==> config.mk <==
export PLATFORM = sky130hd
export DESIGN_NAME = fetch_stage
export DESIGN_NICKNAME = d
export VERILOG_FILES = /design/src/rtl/fetch_stage_pkg.sv /design/src/rtl/fetch_hold_buf.sv /design/src/rtl/fetch_stage.sv
export SDC_FILE = /design/constraint.sdc
export NUM_CORES = 1
export LEC_CHECK = 0
export BUFFER_PORTS_ARGS = -buffer_cell sky130_fd_sc_hd__buf_2
export CAP_MARGIN = 30
export CORE_ASPECT_RATIO = 1.4
export CORE_MARGIN = 5
export CORE_UTILIZATION = 51
export DETAILED_ROUTE_END_ITERATION = 6
export MAX_ROUTING_LAYER = met4
export PLACE_DENSITY = 0.77
export SKIP_LAST_GASP = 1
export SYNTH_ARGS = -nofsm -noshare
export SYNTH_HDL_FRONTEND = slang
export SYNTH_HIERARCHICAL = 1
export SYNTH_SLANG_ARGS = --single-unit
==> constraint.sdc <==
create_clock -name clk -period 3.3 [get_ports clk]
set_clock_uncertainty 0.1 [all_clocks]
set_input_delay 0.66 -clock clk [delete_from_list [all_inputs] [get_ports clk]]
set_output_delay 0.66 -clock clk [all_outputs]
set_load 0.005 [all_outputs]
==> src/rtl/fetch_stage_pkg.sv <==
`default_nettype none
// +--------------------------------------------------------------------+
// | fetch_stage_pkg : shared types and constants for the fetch stage    |
// | Rev 1.0                                                             |
// +--------------------------------------------------------------------+
package fetch_stage_pkg;

  localparam logic [31:0] RESET_PC_DEFAULT = 32'hBFC0_0000;
  localparam logic [1:0]  MEM_WORD         = 2'b10;

  typedef enum logic [1:0] {
    FS_REQ    = 2'd0,
    FS_WAIT   = 2'd1,
    FS_HOLD   = 2'd2,
    FS_CANCEL = 2'd3
  } fetch_state_e;

  typedef struct packed {
    logic [31:0] instr;
    logic [31:0] pc;
    logic        delayslot;
  } hold_entry_t;

endpackage
`default_nettype wire

==> src/rtl/fetch_hold_buf.sv <==
`default_nettype none
// +--------------------------------------------------------------------+
// | fetch_hold_buf : single-entry buffer parking a fetched word while   |
// | decode is stalled.  Rev 1.0                                         |
// +--------------------------------------------------------------------+
module fetch_hold_buf
  import fetch_stage_pkg::*;
(
  input  logic        clk,
  input  logic        rst,
  input  logic        wr_en,
  input  hold_entry_t wr_data,
  output hold_entry_t rd_data
);

  hold_entry_t entry_q, entry_d;

  always_comb begin
    entry_d = entry_q;
    if (wr_en) entry_d = wr_data;
  end

  always_ff @(posedge clk) begin
    if (rst) entry_q <= '0;
    else     entry_q <= entry_d;
  end

  assign rd_data = entry_q;

endmodule
`default_nettype wire

==> src/rtl/fetch_stage.sv <==
`default_nettype none
// +--------------------------------------------------------------------+
// | fetch_stage : MIPS IF stage, one outstanding SRAM-like request,     |
// | decode-stall buffering, delay-slot redirect, flush.  Rev 1.0        |
// +--------------------------------------------------------------------+
module fetch_stage
  import fetch_stage_pkg::*;
#(
  parameter logic [31:0] RESET_PC = RESET_PC_DEFAULT
) (
  input  logic        clk,
  input  logic        rst,
  input  logic        stallD,
  input  logic        is_branchD,
  input  logic        redirectD,
  input  logic [31:0] redirect_pcD,
  input  logic        flush,
  input  logic [31:0] flush_pc,
  output logic        inst_req,
  output logic        inst_wr,
  output logic [1:0]  inst_size,
  output logic [31:0] inst_addr,
  output logic [31:0] inst_wdata,
  input  logic        inst_addr_ok,
  input  logic        inst_data_ok,
  input  logic [31:0] inst_rdata,
  output logic [31:0] instrD,
  output logic [31:0] pcD,
  output logic        validD,
  output logic        adelD,
  output logic        delayslotD
);

  fetch_state_e state_q, state_d;
  logic [31:0]  pc_q, pc_d;
  logic         pend_q, pend_d;
  logic [31:0]  pend_pc_q, pend_pc_d;
  logic         ds_q, ds_d;
  logic [31:0]  id_instr_q, id_instr_d;
  logic [31:0]  id_pc_q, id_pc_d;
  logic         id_valid_q, id_valid_d;
  logic         id_adel_q, id_adel_d;
  logic         id_ds_q, id_ds_d;

  logic         aligned, ds_now, advance, hold_wr;
  logic [31:0]  next_pc;
  hold_entry_t  hold_wdata, hold_rdata;

  assign aligned    = (pc_q[1:0] == 2'b00);
  // A branch seen in D at any point during this fetch marks the word as its delay slot.
  assign ds_now     = ds_q | is_branchD;
  assign next_pc    = redirectD ? redirect_pcD : (pend_q ? pend_pc_q : pc_q + 32'd4);
  assign inst_req   = ~rst & (state_q == FS_REQ) & aligned;
  assign hold_wdata = '{instr: inst_rdata, pc: pc_q, delayslot: ds_now};

  always_comb begin
    state_d    = state_q;
    pc_d       = pc_q;
    pend_d     = pend_q | redirectD;
    pend_pc_d  = redirectD ? redirect_pcD : pend_pc_q;
    ds_d       = ds_now;
    id_instr_d = id_instr_q;
    id_pc_d    = id_pc_q;
    id_valid_d = id_valid_q;
    id_adel_d  = id_adel_q;
    id_ds_d    = id_ds_q;
    hold_wr    = 1'b0;
    advance    = 1'b0;

    if (!stallD) begin
      id_instr_d = '0;
      id_valid_d = 1'b0;
      id_adel_d  = 1'b0;
      id_ds_d    = 1'b0;
    end

    case (state_q)
      FS_REQ: begin
        if (aligned) begin
          if (inst_addr_ok) state_d = FS_WAIT;
        end else if (!stallD) begin
          id_instr_d = '0;
          id_pc_d    = pc_q;
          id_valid_d = 1'b1;
          id_adel_d  = 1'b1;
          id_ds_d    = ds_now;
          advance    = 1'b1;
        end
      end
      FS_WAIT: begin
        if (inst_data_ok) begin
          if (!stallD) begin
            id_instr_d = inst_rdata;
            id_pc_d    = pc_q;
            id_valid_d = 1'b1;
            id_ds_d    = ds_now;
            advance    = 1'b1;
          end else begin
            hold_wr = 1'b1;
            state_d = FS_HOLD;
          end
        end
      end
      FS_HOLD: begin
        if (!stallD) begin
          id_instr_d = hold_rdata.instr;
          id_pc_d    = hold_rdata.pc;
          id_valid_d = 1'b1;
          id_ds_d    = hold_rdata.delayslot;
          advance    = 1'b1;
        end
      end
      FS_CANCEL: begin
        if (inst_data_ok) state_d = FS_REQ;
      end
      default: state_d = FS_REQ;
    endcase

    if (advance) begin
      pc_d    = next_pc;
      pend_d  = 1'b0;
      ds_d    = 1'b0;
      state_d = FS_REQ;
    end

    // Flush wins over everything; an accepted-but-unanswered request must be drained.
    if (flush) begin
      pc_d       = flush_pc;
      pend_d     = 1'b0;
      ds_d       = 1'b0;
      id_instr_d = '0;
      id_valid_d = 1'b0;
      id_adel_d  = 1'b0;
      id_ds_d    = 1'b0;
      case (state_q)
        FS_REQ:            state_d = (inst_req && inst_addr_ok) ? FS_CANCEL : FS_REQ;
        FS_WAIT, FS_CANCEL: state_d = inst_data_ok ? FS_REQ : FS_CANCEL;
        default:           state_d = FS_REQ;
      endcase
    end
  end

  always_ff @(posedge clk) begin
    if (rst) begin
      state_q    <= FS_REQ;
      pc_q       <= RESET_PC;
      pend_q     <= 1'b0;
      pend_pc_q  <= '0;
      ds_q       <= 1'b0;
      id_instr_q <= '0;
      id_pc_q    <= '0;
      id_valid_q <= 1'b0;
      id_adel_q  <= 1'b0;
      id_ds_q    <= 1'b0;
    end else begin
      state_q    <= state_d;
      pc_q       <= pc_d;
      pend_q     <= pend_d;
      pend_pc_q  <= pend_pc_d;
      ds_q       <= ds_d;
      id_instr_q <= id_instr_d;
      id_pc_q    <= id_pc_d;
      id_valid_q <= id_valid_d;
      id_adel_q  <= id_adel_d;
      id_ds_q    <= id_ds_d;
    end
  end

  fetch_hold_buf u_hold_buf (
    .clk     (clk),
    .rst     (rst),
    .wr_en   (hold_wr),
    .wr_data (hold_wdata),
    .rd_data (hold_rdata)
  );

  assign inst_wr    = 1'b0;
  assign inst_size  = MEM_WORD;
  assign inst_addr  = pc_q;
  assign inst_wdata = '0;
  assign instrD     = id_instr_q;
  assign pcD        = id_pc_q;
  assign validD     = id_valid_q;
  assign adelD      = id_adel_q;
  assign delayslotD = id_ds_q;

endmodule
`default_nettype wire

==> results by group <==
Outcome
  – Status: completed

Route
  – Total wire length: roughly 26000 um
  – Final ANT Viol Nets: 0
  – DR vias: 8505
  – Via-to-Cell Ratio: approximately 5.8
  – Routed wire length per instance: between 15 and 20 um
  – Remaining DRCs: 0
  – Drt first pass iters: 5
  – Initial DRC Count: about 840

Global routing
  – Routing usage on met3: 0.0456
  – Layer with the highest usage: met2
  – GR Util met2: 0.403
  – Met1 Usage GRT: 0.301
  – Largest net degree at the start of global routing: 58
  – GRT overflow: 0
  – Number of antenna violations at the first check in global routing: 0
  – Global-route wire length before repair: around 42000 um
  – Gr usage total: 0.248
  – Vias in the first global route: between 8000 and 9000

Place
  – Pre-CTS setup slack: 852 ps
  – HPWL after detailed placement: 18800 um
  – Port Buffers: slightly above 200
  – RD Place Congestion: ~0.9

Clock tree
  – Longest Clk Path Bufs: 2
  – Htree depth: 4
  – CTS tree: yes
  – Clock root cell: clkbuf_16
  – Clk Latency, worst-skew pair: approximately 440 ps
  – Post-CTS Resized: 0
  – CTS Hold Bufs: 0
  – Clock transition at the registers of the reported paths: 70 ps
  – Postcts setup bufs: 0
  – Clock Sinks: 200
  – CTS buffer count: 17

Pwr
  – Pwr per Cell Area: ~550 nW/um^2
  – Leak: ~0.0046 uW
  – IR drop worst, VDD: about 0.34 mV

Hold path
  – HP Class: input pin to register
  – Hold EP: inst_addr[8]
  – Min-delay src: flush_pc[8]
  – Hold path depth: 2

STA
  – Setup-failing EPs final: 0
  – Max frequency: between 0.3 and 0.4 GHz
  – Final Cycle Share: 0.790
  – RSZ-0062 raised after global routing: no
  – Final setup margin: 692 ps
  – Min cycle time layout: roughly 2600 ps
  – Final hold violations: 0
  – Max Slew Vio Count: 0
  – Worst slew pin tran: 980 ps
  – Slew margin rel.: 0.345
  – Final TNS setup: 0 ps

Logic synthesis
  – Sequential share of the synthesized area: 0.426
  – Simple-gate portion of the synthesized area: 0.170
  – Primary FF master, synth: dfxtp_1
  – Avg Cell Area, Syn: between 9 and 10 sq um
  – #FFs+latches synth: 200
  – Complex-gate fraction of the synthesized area: 0.172
  – Cell Area, Synth: around 9400 sq um
  – Post-synthesis mux area share: 0.136
  – Syn. warnings: 6
  – Post-synth EDFFs: 0
  – Largest family of logic cells by synthesized area: compound AO/OA/AOI/OAI gates
  – Synth Area in XOR/XNOR: 0.0140
  – Post-synthesis adder-cell area fraction: 0.00133
  – FFs w/ async S/R, synth: 0
  – Unique masters post-synth: 63
  – Synthesized instance count: approximately 1000

Die
  – Die height: approximately 170 um
  – Core area: approximately 18000 sq um
  – Die W: ~120 um
  – Die ar.: around 21000 sq um
  – Top Ports: around 240
  – Initial core utilization: 0.520
  – Row cnt: 58

Cells and area
  – Share of layout cells above drive strength 1: 0.230
  – # diodes: 0
  – Area Overhead vs Synth: 17.7%
  – Final net count: around 1300

Critical path
  – Reg-to-reg slack, setup: roughly 840 ps
  – Max incr delay on CP: a little over 600 ps
  – Reg2Reg Capture Point: inst_addr[6]
  – Critical path startpoint category: register
  – Setup crit end kind: output pin
  – Critical-path maximum fanout: 10
  – Critical Path, Cell by Cell: nor4_4, and2_1, buf_2
  – Crit Path Class: register to output pin
  – CP arrival: 1850 ps
  – Reg2reg start: state_q[0]
  – Path depth of the worst reg2reg path: 4
  – Critical Path RT: 2540 ps
  – CP max stage cell: nor4_4

Job
  – Max-cap violations: 0
==> critical path: cells and delay by family (launching register included) <==
family	cells	cell delay, ps
flops	1	460
simple gates	2	820
buf+inv	1	130
==> per-stage QoR <==
| stage | area (sq um) | hold slack [ps] | cells | util | power (uW) |
|---|---|---|---|---|---|
| after CTS | 11100 | 335 | 1458 | 0.612 | 6080 |
| after detailed placement | 10400 | 358 | 1426 | 0.576 | 3820 |
| after global placement | 10400 | 352 | 1426 | 0.576 | 3800 |
| after global routing | 11100 | 348 | 1458 | 0.612 | 6320 |
| after floorplan | 9520 | 345 | 1075 | - | 3450 |
| final | 11100 | 349 | 1458 | 0.612 | 6060 |
==> Yosys cell counts (15+ instances only) <==
cell,number,area share
nor3_1,17,0.0091
nand2_1,59,0.024
nor2_1,168,0.067
a221oi_1,46,0.043
mux2i_1,124,0.13
buf_2,15,0.0080
nand3_1,15,0.0080
a211oi_1,39,0.031
and3_1,35,0.023
o21ai_0,35,0.019
dfxtp_1,200,0.43
buf_4,38,0.030
a21oi_1,24,0.013
clkbuf_1,50,0.020
==> state kept, by name (all words and copies together) (netlist names), named ones only <==
name,flops
u_hold_buf/rd_data,65
inst_addr,32
instrD,32
pcD,32
pend_pc_q,32
state_q,2
delayslotD,1
ds_q,1
pend_q,1
validD,1
==> worst max path at each step <==
stage | startpoint | endpoint | slack, ps | depth (start not counted)
global placement | inst_data_ok | inst_addr[28] | 910 | 7
global route | state_q[0] | inst_req | 570 | 3
finish | state_q[0] | inst_req | 690 | 3
detailed placement | inst_data_ok | inst_addr[28] | 850 | 7
CTS | state_q[0] | inst_req | 680 | 3
floorplan | flush | register | 1130 | 6
==> where the power goes <==
part           switching, uW  internal (uW)
combinational            599            436
clock                    971           1310
sequential               168           2570
==> cell type report <==
class / count / area [sq um]
clock inverters: 14 / 209
flip-flops and latches: 200 / 4000
well taps: 240 / 300
multi-input cells: 741 / 4780
inverters: 14 / 52.6
fillers: 1632 / 7010
repair buffers: 231 / 1270
clock buffers: 18 / 439
==> per-layer routing <==
layer / wire (um) / vias up
met2: 12600 / 380
met4: 953 / 0
met3: 1780 / 71
met1: 11100 / 4026
met5: 0 / -
li1: - / 4028
==> cell usage in the layout (no fill, tap or decap), types with 12 or more instances in the layout <==
cell type	Yosys	routed
a21oi_1	24	24
buf_2	15	202
inv_1	12	12
a31oi_1	12	12
nor3_1	17	15
clkbuf_16	0	17
dfxtp_1	200	200
a211oi_1	39	39
nor2_1	168	168
mux2i_1	124	124
buf_4	38	26
nand2_1	59	59
nand4_1	12	12
a221oi_1	46	46
and3_1	35	35
conb_1	2	35
a221o_1	12	12
nand3_1	15	15
o21ai_0	35	35
==> cell families after synthesis <==
family	count (synthesis)
muxes	127
adders and majority gates	1
other	2
and+or+nand+nor	346
DFF	200
xor gates and xnor gates	15
buffers and inverters	134
AOI/OAI and AO/OA	217
(Power assumes the default switching activity.)
